[src/rtl/poly_addsub_engine.sv]
// rtl/poly_addsub_engine.sv - streaming modular add/subtract/copy over two coefficient RAMs
// Reads M words of LANES coefficients, writes (a op b) mod Q one cycle after the data arrives.
module poly_addsub_engine #(
   parameter int WIDTH = 12,
   parameter int Q     = 3329,
   parameter int LANES = 2,
   parameter int DEPTH = 256,
   localparam int M    = DEPTH / LANES,
   localparam int AW   = (M > 1) ? $clog2(M) : 1
) (
   input  logic                     clk,
   input  logic                     rst,
   input  logic                     run,
   input  logic [1:0]               mode,
   output logic                     rd_en,
   output logic [AW-1:0]            rd_addr,
   input  logic [LANES*WIDTH-1:0]   a_data,
   input  logic [LANES*WIDTH-1:0]   b_data,
   output logic                     wr_en,
   output logic [AW-1:0]            wr_addr,
   output logic [LANES*WIDTH-1:0]   wr_data,
   output logic                     busy,
   output logic                     done,
   output logic                     err
);

   typedef enum logic [1:0] {S_IDLE, S_READ, S_DRAIN, S_DONE} state_t;

   localparam logic [WIDTH:0] QW = (WIDTH + 1)'(Q);

   state_t                    r_state;
   logic [1:0]                r_mode;
   logic                      r_data_vld;
   logic [AW-1:0]             r_data_addr;
   logic                      r_drain;
   logic [LANES*WIDTH-1:0]    w_res;
   logic [LANES-1:0]          w_bad;

   for (genvar g = 0; g < LANES; g++) begin : g_lane
      logic [WIDTH-1:0] w_a, w_b, w_x, w_y;
      logic [WIDTH:0]   w_sum, w_diff, w_sum_c, w_diff_c;

      assign w_a      = a_data[g*WIDTH +: WIDTH];
      assign w_b      = b_data[g*WIDTH +: WIDTH];
      assign w_x      = (r_mode == 2'b10) ? w_b : w_a;
      assign w_y      = (r_mode == 2'b10) ? w_a : w_b;
      assign w_sum    = {1'b0, w_a} + {1'b0, w_b};
      // Bias by Q so the difference never goes negative for in-range operands.
      assign w_diff   = {1'b0, w_x} - {1'b0, w_y} + QW;
      assign w_sum_c  = (w_sum >= QW) ? w_sum - QW : w_sum;
      assign w_diff_c = (w_diff >= QW) ? w_diff - QW : w_diff;

      assign w_res[g*WIDTH +: WIDTH] = (r_mode == 2'b11) ? w_a :
                                       (r_mode == 2'b00) ? w_sum_c[WIDTH-1:0] :
                                                           w_diff_c[WIDTH-1:0];
      assign w_bad[g] = ({1'b0, w_a} >= QW) ||
                        ((r_mode != 2'b11) && ({1'b0, w_b} >= QW));
   end

   always_ff @(posedge clk or posedge rst) begin
      if (rst) begin
         r_state     <= S_IDLE;
         r_mode      <= 2'b00;
         r_data_vld  <= 1'b0;
         r_data_addr <= '0;
         r_drain     <= 1'b0;
         rd_en       <= 1'b0;
         rd_addr     <= '0;
         wr_en       <= 1'b0;
         wr_addr     <= '0;
         wr_data     <= '0;
         busy        <= 1'b0;
         done        <= 1'b0;
         err         <= 1'b0;
      end else begin
         done        <= 1'b0;
         r_data_vld  <= rd_en;
         r_data_addr <= rd_addr;
         wr_en       <= r_data_vld;
         if (r_data_vld) begin
            wr_addr <= r_data_addr;
            wr_data <= w_res;
            if (|w_bad)
               err <= 1'b1;
         end

         case (r_state)
            S_IDLE: begin
               if (run) begin
                  r_state <= S_READ;
                  r_mode  <= mode;
                  rd_en   <= 1'b1;
                  rd_addr <= '0;
                  busy    <= 1'b1;
                  err     <= 1'b0;
               end
            end
            S_READ: begin
               if (rd_addr == AW'(M - 1)) begin
                  rd_en   <= 1'b0;
                  r_drain <= 1'b0;
                  r_state <= S_DRAIN;
               end else begin
                  rd_addr <= rd_addr + AW'(1);
               end
            end
            S_DRAIN: begin
               if (r_drain) begin
                  r_state <= S_DONE;
                  done    <= 1'b1;
               end else begin
                  r_drain <= 1'b1;
               end
            end
            S_DONE: begin
               r_state <= S_IDLE;
               busy    <= 1'b0;
            end
            default: r_state <= S_IDLE;
         endcase
      end
   end

endmodule

[config.mk]
export PLATFORM = sky130hd
export DESIGN_NAME = poly_addsub_engine
export DESIGN_NICKNAME = d
export VERILOG_FILES = /design/src/rtl/poly_addsub_engine.sv
export SDC_FILE = /design/constraint.sdc
export NUM_CORES = 1
export LEC_CHECK = 0
export CORE_UTILIZATION = 47
export CTS_CLUSTER_SIZE = 40
export DETAILED_ROUTE_END_ITERATION = 6
export PLACE_DENSITY_LB_ADDON = 0.3
export SLEW_MARGIN = 20
export SYNTH_ARGS = -nofsm -noshare
export SYNTH_HDL_FRONTEND = slang
export SYNTH_SLANG_ARGS = --single-unit
[constraint.sdc]
create_clock -name clk -period 6.1 [get_ports clk]
set_input_delay 0.61 -clock clk [delete_from_list [all_inputs] [get_ports clk]]
set_output_delay 0.61 -clock clk [all_outputs]
set_load 0.02 [all_outputs]
### After elaboration in Yosys (flattened, before gate mapping)

Index checks and enable logic that the tools add are counted.

| storage, ports and cells | value |
|---|---|
| bits in latches | 0 |
| word-level logic and storage cells | 89 |
| input port bits | 53 |
| flip-flop bits (word level) | 56 |
| memory bits (read-only) | 0 |
| bits in writable memories | 0 |
| memories kept | 0 |

| cells by class | value |
|---|---|
| shifts and indexed selects | 0 |
| div/mod/pow operators | 0 |
| order comparisons | 8 |
| eq/ne operators | 11 |
| $mul | 0 |
| multiplexer cells | 30 |
| reductions and logical operators | 16 |
| bitwise gates (word level) | 0 |
| add/subtract/negate cells | 11 |

Operators by type and width:

| operator | count |
|---|---|
| $mux 12 | 12 |
| $ge 13x12->1 const B | 4 |
| $ge 12x12->1 const B | 4 |
| $sub 12x12->12 const B | 4 |
| $add 12x12->13 | 2 |
| $add 13x12->13 const B | 2 |
| $sub 12x12->13 | 2 |
| $mux 7 | 2 |
| $pmux 7 s2 | 1 |
| $ne 2x2->1 const B | 5 |
| $reduce_and 3->1 | 3 |
| $eq 2x2->1 const B | 4 |
| $mux 1 | 8 |
| $pmux 2 s4 | 1 |
| $add 7x1->7 const B | 1 |
| $eq 7x7->1 const B | 1 |
| $mux 2 | 3 |
| $pmux 1 s2 | 3 |
| $reduce_and 2->1 | 3 |
| $reduce_bool 2->1 | 3 |
| $logic_not 2->1 | 2 |
| $eq 2x1->1 const B | 1 |
| $logic_and 1x1->1 | 2 |
| $logic_or 1x1->1 | 2 |
| $reduce_or 2->1 | 1 |

### Logic depth before layout (Yosys ltp)

Gate-level depths: netlist of run 1.

| logic depth | value |
|---|---|
| depth in word-level cells | 8 |
| depth in mapped cells | 21 |
| mapped depth without buffers | 17 |

### Least setup slack after synthesis of run 1

No wires, ideal clock.

| timing path | value |
|---|---|
| path kind | flip-flop to flip-flop |
| from | reg r_mode[0] |
| to | reg wr_data[21] |
| slack | 1.821 ns |
| stages on the path, launching flop included | 19 |
| data arrival time | 4.150 ns |
| library setup time | 0.129 ns |
| buffers on the path | 3 |
| period minus slack after synthesis | 4.279 ns |
| cell sequence | dfrtp_1 > buf_1 > inv_1 > nand2_1 > clkbuf_1 > nor3_1 > a21oi_1 > ha_1 > a211oi_2 > o21bai_1 > a211o_1 > a2111oi_4 > nand4b_1 > a21oi_1 > o31a_1 > buf_6 > nor3_1 > o311a_1 > o41a_1 |

| on the way | value |
|---|---|
| longest elaborated chain between the ends | 8 |
| elaborated cells between the ends (all ways) | 12 |
| those cells by class | add/sub: 3; order compare: 1; eq/ne: 2; mux: 5; reduce/logical: 1 |

RTL lines:

| item | line | source |
|---|---|---|
| from (decl) | 32 | `logic [1:0] r_mode;` |
| from (signal assigned) | 91 | `r_mode <= mode;` |
| $eq 2x2->1 | 45, 46 |  |
| $mux 12, on equally long branches | 45, 46 |  |
| $sub 12x12->13 | 49 | `assign w_diff = {1'b0, w_x} - {1'b0, w_y} + QW;` |
| $add 13x12->13 | 49 |  |
| $sub 12x12->12 / $ge 13x12->1 (equally long branches) | 51 | `assign w_diff_c = (w_diff >= QW) ? w_diff - QW : w_diff;` |
| $mux 12 | 51 |  |
| $mux 12 | 54 | `(r_mode == 2'b00) ? w_sum_c[WIDTH-1:0] :` |
| $mux 12 * | 53 | `assign w_res[g*WIDTH +: WIDTH] = (r_mode == 2'b11) ? w_a :` |
| to (signal assigned) | 82 | `wr_data <= w_res;` |
| to (decl) | 21 | `output logic [LANES*WIDTH-1:0] wr_data,` |

Mark *: on every way between the ends. The rest lies on a longest branch, timed or not.
A chain may end at the register's enable or synchronous reset.

### Final worst setup path of run 1

Same ends and word-level chain as after synthesis.

==> results of run 1 <==
==> layer usage <==
| metal | up-vias | track usage | share of wire |
|---|---|---|---|
| met5 | - | 0 | 0 |
| met4 | 0 | 0.105 | 0.036 |
| met3 | 59 | 0.0246 | 0.054 |
| met2 | 233 | 0.481 | 0.47 |
| met1 | 3245 | 0.341 | 0.44 |
| li1 | 3438 | - | - |
==> power breakdown <==
group / switching (µW) / total (µW) / leakage, µW / internal, µW
Sequential: 123 / 648 / 0.000676 / 525
Clock: 134 / 287 / 0.0000702 / 153
Combinational: 1410 / 2420 / 0.00254 / 1010
Total: 1670 / 3360 / 0.00328 / 1690
==> cells in the final DEF (no fill, tap or decap), types with 5 or more instances in the layout <==
cell and count:
nor2_1 101, nand2_1 101, clkdlybuf4s50_1 95, o21ai_0 64, a21oi_1 63, ha_1 59
dfrtp_1 56, inv_1 47, xnor2_1 42, nor3_1 21, xor2_1 19, nor4_1 19
nand3_1 17, a211oi_1 14, o211ai_1 13, nand2b_1 12, nor2b_1 11, mux2_2 11
a31oi_1 10, a21o_1 9, nand4_1 8, and3_1 8, nand3b_1 8, a221oi_1 8
a22o_1 7, and2_1 7, or3_1 7, mux2i_1 7, o311ai_0 6, a2111o_1 5
nor3b_1 5, a21boi_0 5, a211o_1 5, o22ai_1 5, o31ai_1 5, clkbuf_16 5
buf_4 5
==> worst max path at each step <==
stage | endpoint | depth (start not counted) | slack (ns)
after global placement | wr_data[21] | 14 | 1.09
after CTS | wr_data[21] | 17 | 0.99
after floorplan | wr_data[21] | 18 | 1.82
after detailed placement | wr_data[21] | 14 | 1.0
final | wr_data[21] | 17 | 0.90
after global routing | wr_data[3] | 17 | 0.51
==> registers in the layout, indices dropped and copies added, names as in the netlist, 2 cells and up <==
name / flops
wr_data: 24
r_state: 2
rd_addr: 7
r_data_addr: 7
r_mode: 2
wr_addr: 7
==> area by class of cell <==
type / count / area (µm²) / share of cell area
Multi-Input combinational cell: 759 / 5090 / 0.634
Sequential cell: 56 / 1400 / 0.175
Timing Repair Buffer: 100 / 988 / 0.123
Tap cell: 180 / 225 / 0.0281
Inverter: 48 / 180 / 0.0224
Clock buffer: 5 / 125 / 0.0156
Clock inverter: 3 / 21.3 / 0.00265
==> stage by stage <==
stage / setup WS [ns] / hold slack, ns / cells / area [µm²]
floorplan: 1.82 / 0.352 / 895 / 6800
CTS: 0.994 / 0.455 / 1151 / 8030
finish: 0.898 / 0.451 / 1151 / 8030
global placement: 1.09 / 0.441 / 1143 / 7880
detailed placement: 0.996 / 0.433 / 1143 / 7880
global route: 0.512 / 0.480 / 1151 / 8030
==> cell families (layout without fill, tap and decap cells) <==
family / Yosys count / in the layout
buffers and inverters: 80 / 156
AO/OA/AOI/OAI: 269 / 269
flip-flops: 56 / 56
adder cells (fa/ha/maj): 63 / 63
XOR/XNOR: 61 / 61
multiplexers: 18 / 18
AND/OR/NAND/NOR: 348 / 348
==> worst max-delay path, delay by kind of cell, from the launching register on <==
family / cells / cell delay [ns]
AND/OR/NAND/NOR: 6 / 1.05
adder cells (fa/ha/maj): 2 / 0.64
flip-flops: 1 / 0.58
AO/OA/AOI/OAI: 7 / 2.42
buffers and inverters: 1 / 0.16
XOR/XNOR: 1 / 0.22
==> impl_results.md, run 1 <==
- Status: finished, final reports clean
- Hold path cells: 0
- Overall routing resource usage: 0.272
- Final ANT Viol Nets: 0
- CP max stage cell: dfrtp_1
- Arr. time, crit path: 5.38 ns
- Max cap viols: 0
- Worst EP required: 6.28 ns
- Area leader, netlist: dfrtp_1
- Sink Count: 56
- Final hold vios: 0
- Hold Buf Count CTS: 0
- Area contributors post-synth: dfrtp_1 (21%), ha_1 (11%), nor2_1 (5.6%)
- Async SR Flop Fraction: 1.00
- Reg2reg start: r_mode[0]
- Setup CP Type: reg2reg
- Via/cell ratio: 6.06
- Post-synthesis register bit count: 56
- Clock Pin Slew Worst Setup and Hold Paths: 0.07 ns
- I/O pin count: 96
- Max-Slew Margin vs Limit: 0.322
- Htree depth: 2
- Final period util: 0.853
- Hold path endpoint: r_data_vld
- TritonCTS clock tree: done
- Initial antenna violation count: 0
- Die width: 122 µm
- Core area: 0.0140 mm²
- Critical path fanouts, max: 18
- Antenna Cells: 0
- Setup Buffers After CTS: 0
- Remaining DRCs: 0
- Cell Area, Synth: 0.00680 mm²
- HP Start: rd_en
- DR pass1 iterations: 5
- Total routed wirelength: 20100 µm
- Iter 0 DRT Violations: 548
- Buffers added on ports: 95
- Top post-synthesis cells by count: nor2_1 (102), nand2_1 (101), o21ai_0 (64), a21oi_1 (63), ha_1 (59)
- R2R Path End: wr_data[21]
- IR Drop Worst-Case VDD: 0.352 mV
- Vias in the first global route: 6614
- Lkg Pwr: 0.00328 µW
- Inserted Clock Buffers: 5
- Critical Path End Type: flip-flop
- Most frequent cell after synthesis: nor2_1
- Power Total: 3360 µW
- Top cell type's share of synthesized area: 0.206
- Num rows: 43
- Root buffer cell: clkbuf_16
- Setup_tns: 0 ns
- Worst path cell trace: inv_1 > nand2_1 > nor2_1 > nand2_1 > o21ai_0 > ha_1 > fa_1 > a211oi_1 > nor2_1 > xor2_1 > a2111oi_4 > nand4b_1 > a21oi_1 > o31a_1 > nor3_1 > o311a_1 > o41a_1
- Fill cells: 1359
- Register-to-Register Path Depth: 17
- Vias: 6975
- Clock Latency Late Sink: 0.30 ns
- Max incr delay on CP: 0.58 ns
- Largest net degree at the start of global routing: 57
- Reg-to-reg slack, setup: 0.90 ns
- Nets: 1086
- Worst-Margin Slew: 1.02 ns
- Class of the worst hold path: reg2reg
- Largest family of logic cells by synthesized area: compound AO/OA/AOI/OAI gates
- Skew final: 0.00550 ns
- Simple-gate area share of the yosys netlist: 0.249
- GP Congestion: 0.982
- First-pass GRT wire length: 32400 µm
- DIE AREA: 0.0149 mm²
- Syn nets: 1011
- Initial Utilization: 0.486
- Power per cell area: 418 mW/mm²
- Post-synthesis sequential area ratio: 0.206
- Synth Area in Compound Gates: 0.271
- Distinct cells, synth: 75
- Final setup vio count: 0
- Critical Path Start: r_mode[0]
- Post-synthesis mux area share: 0.0285
- Post-synthesis cell count: 895
- Avg WL per Cell: 17.5 µm
- Final Max Slew Viols: 0
- Post-synth EDFFs: 0
- RSZ-0062 raised after global routing: false
- Average size of a mapped cell: 7.59 µm²
- Primary FF master, synth: dfrtp_1
- Synth Area in Adders: 0.120
- Congestion Overflow GR: 0
- Cells resized by post-CTS repair: 0
- Post-Synth XOR/XNOR Area: 0.0786
- Fmax: 192 MHz
- Final core utilization: 0.574
- Tmin final: 5.20 ns
- Die Span Y: 122 µm
- Yosys warning total: 0
- CTS max path bufs: 2
- Area Growth Syn to Fin: 18.1%
- Hpwl dp: 15800 µm
- Share of layout cells above drive strength 1: 0.0474
- Worst setup SP type: flip-flop
Note: power is estimated with default switching activity, not from simulation.
==> run 2, diff against run 1 <==
--- a/config.mk
+++ b/config.mk
@@ -5,6 +5,7 @@
 export SDC_FILE = /design/constraint.sdc
 export NUM_CORES = 1
 export LEC_CHECK = 0
+export ABC_AREA = 0
 export CORE_UTILIZATION = 47
 export CTS_CLUSTER_SIZE = 40
 export DETAILED_ROUTE_END_ITERATION = 6
==> results of run 2 <==
Final layout, timing and power as in run 1 (identical DEF).
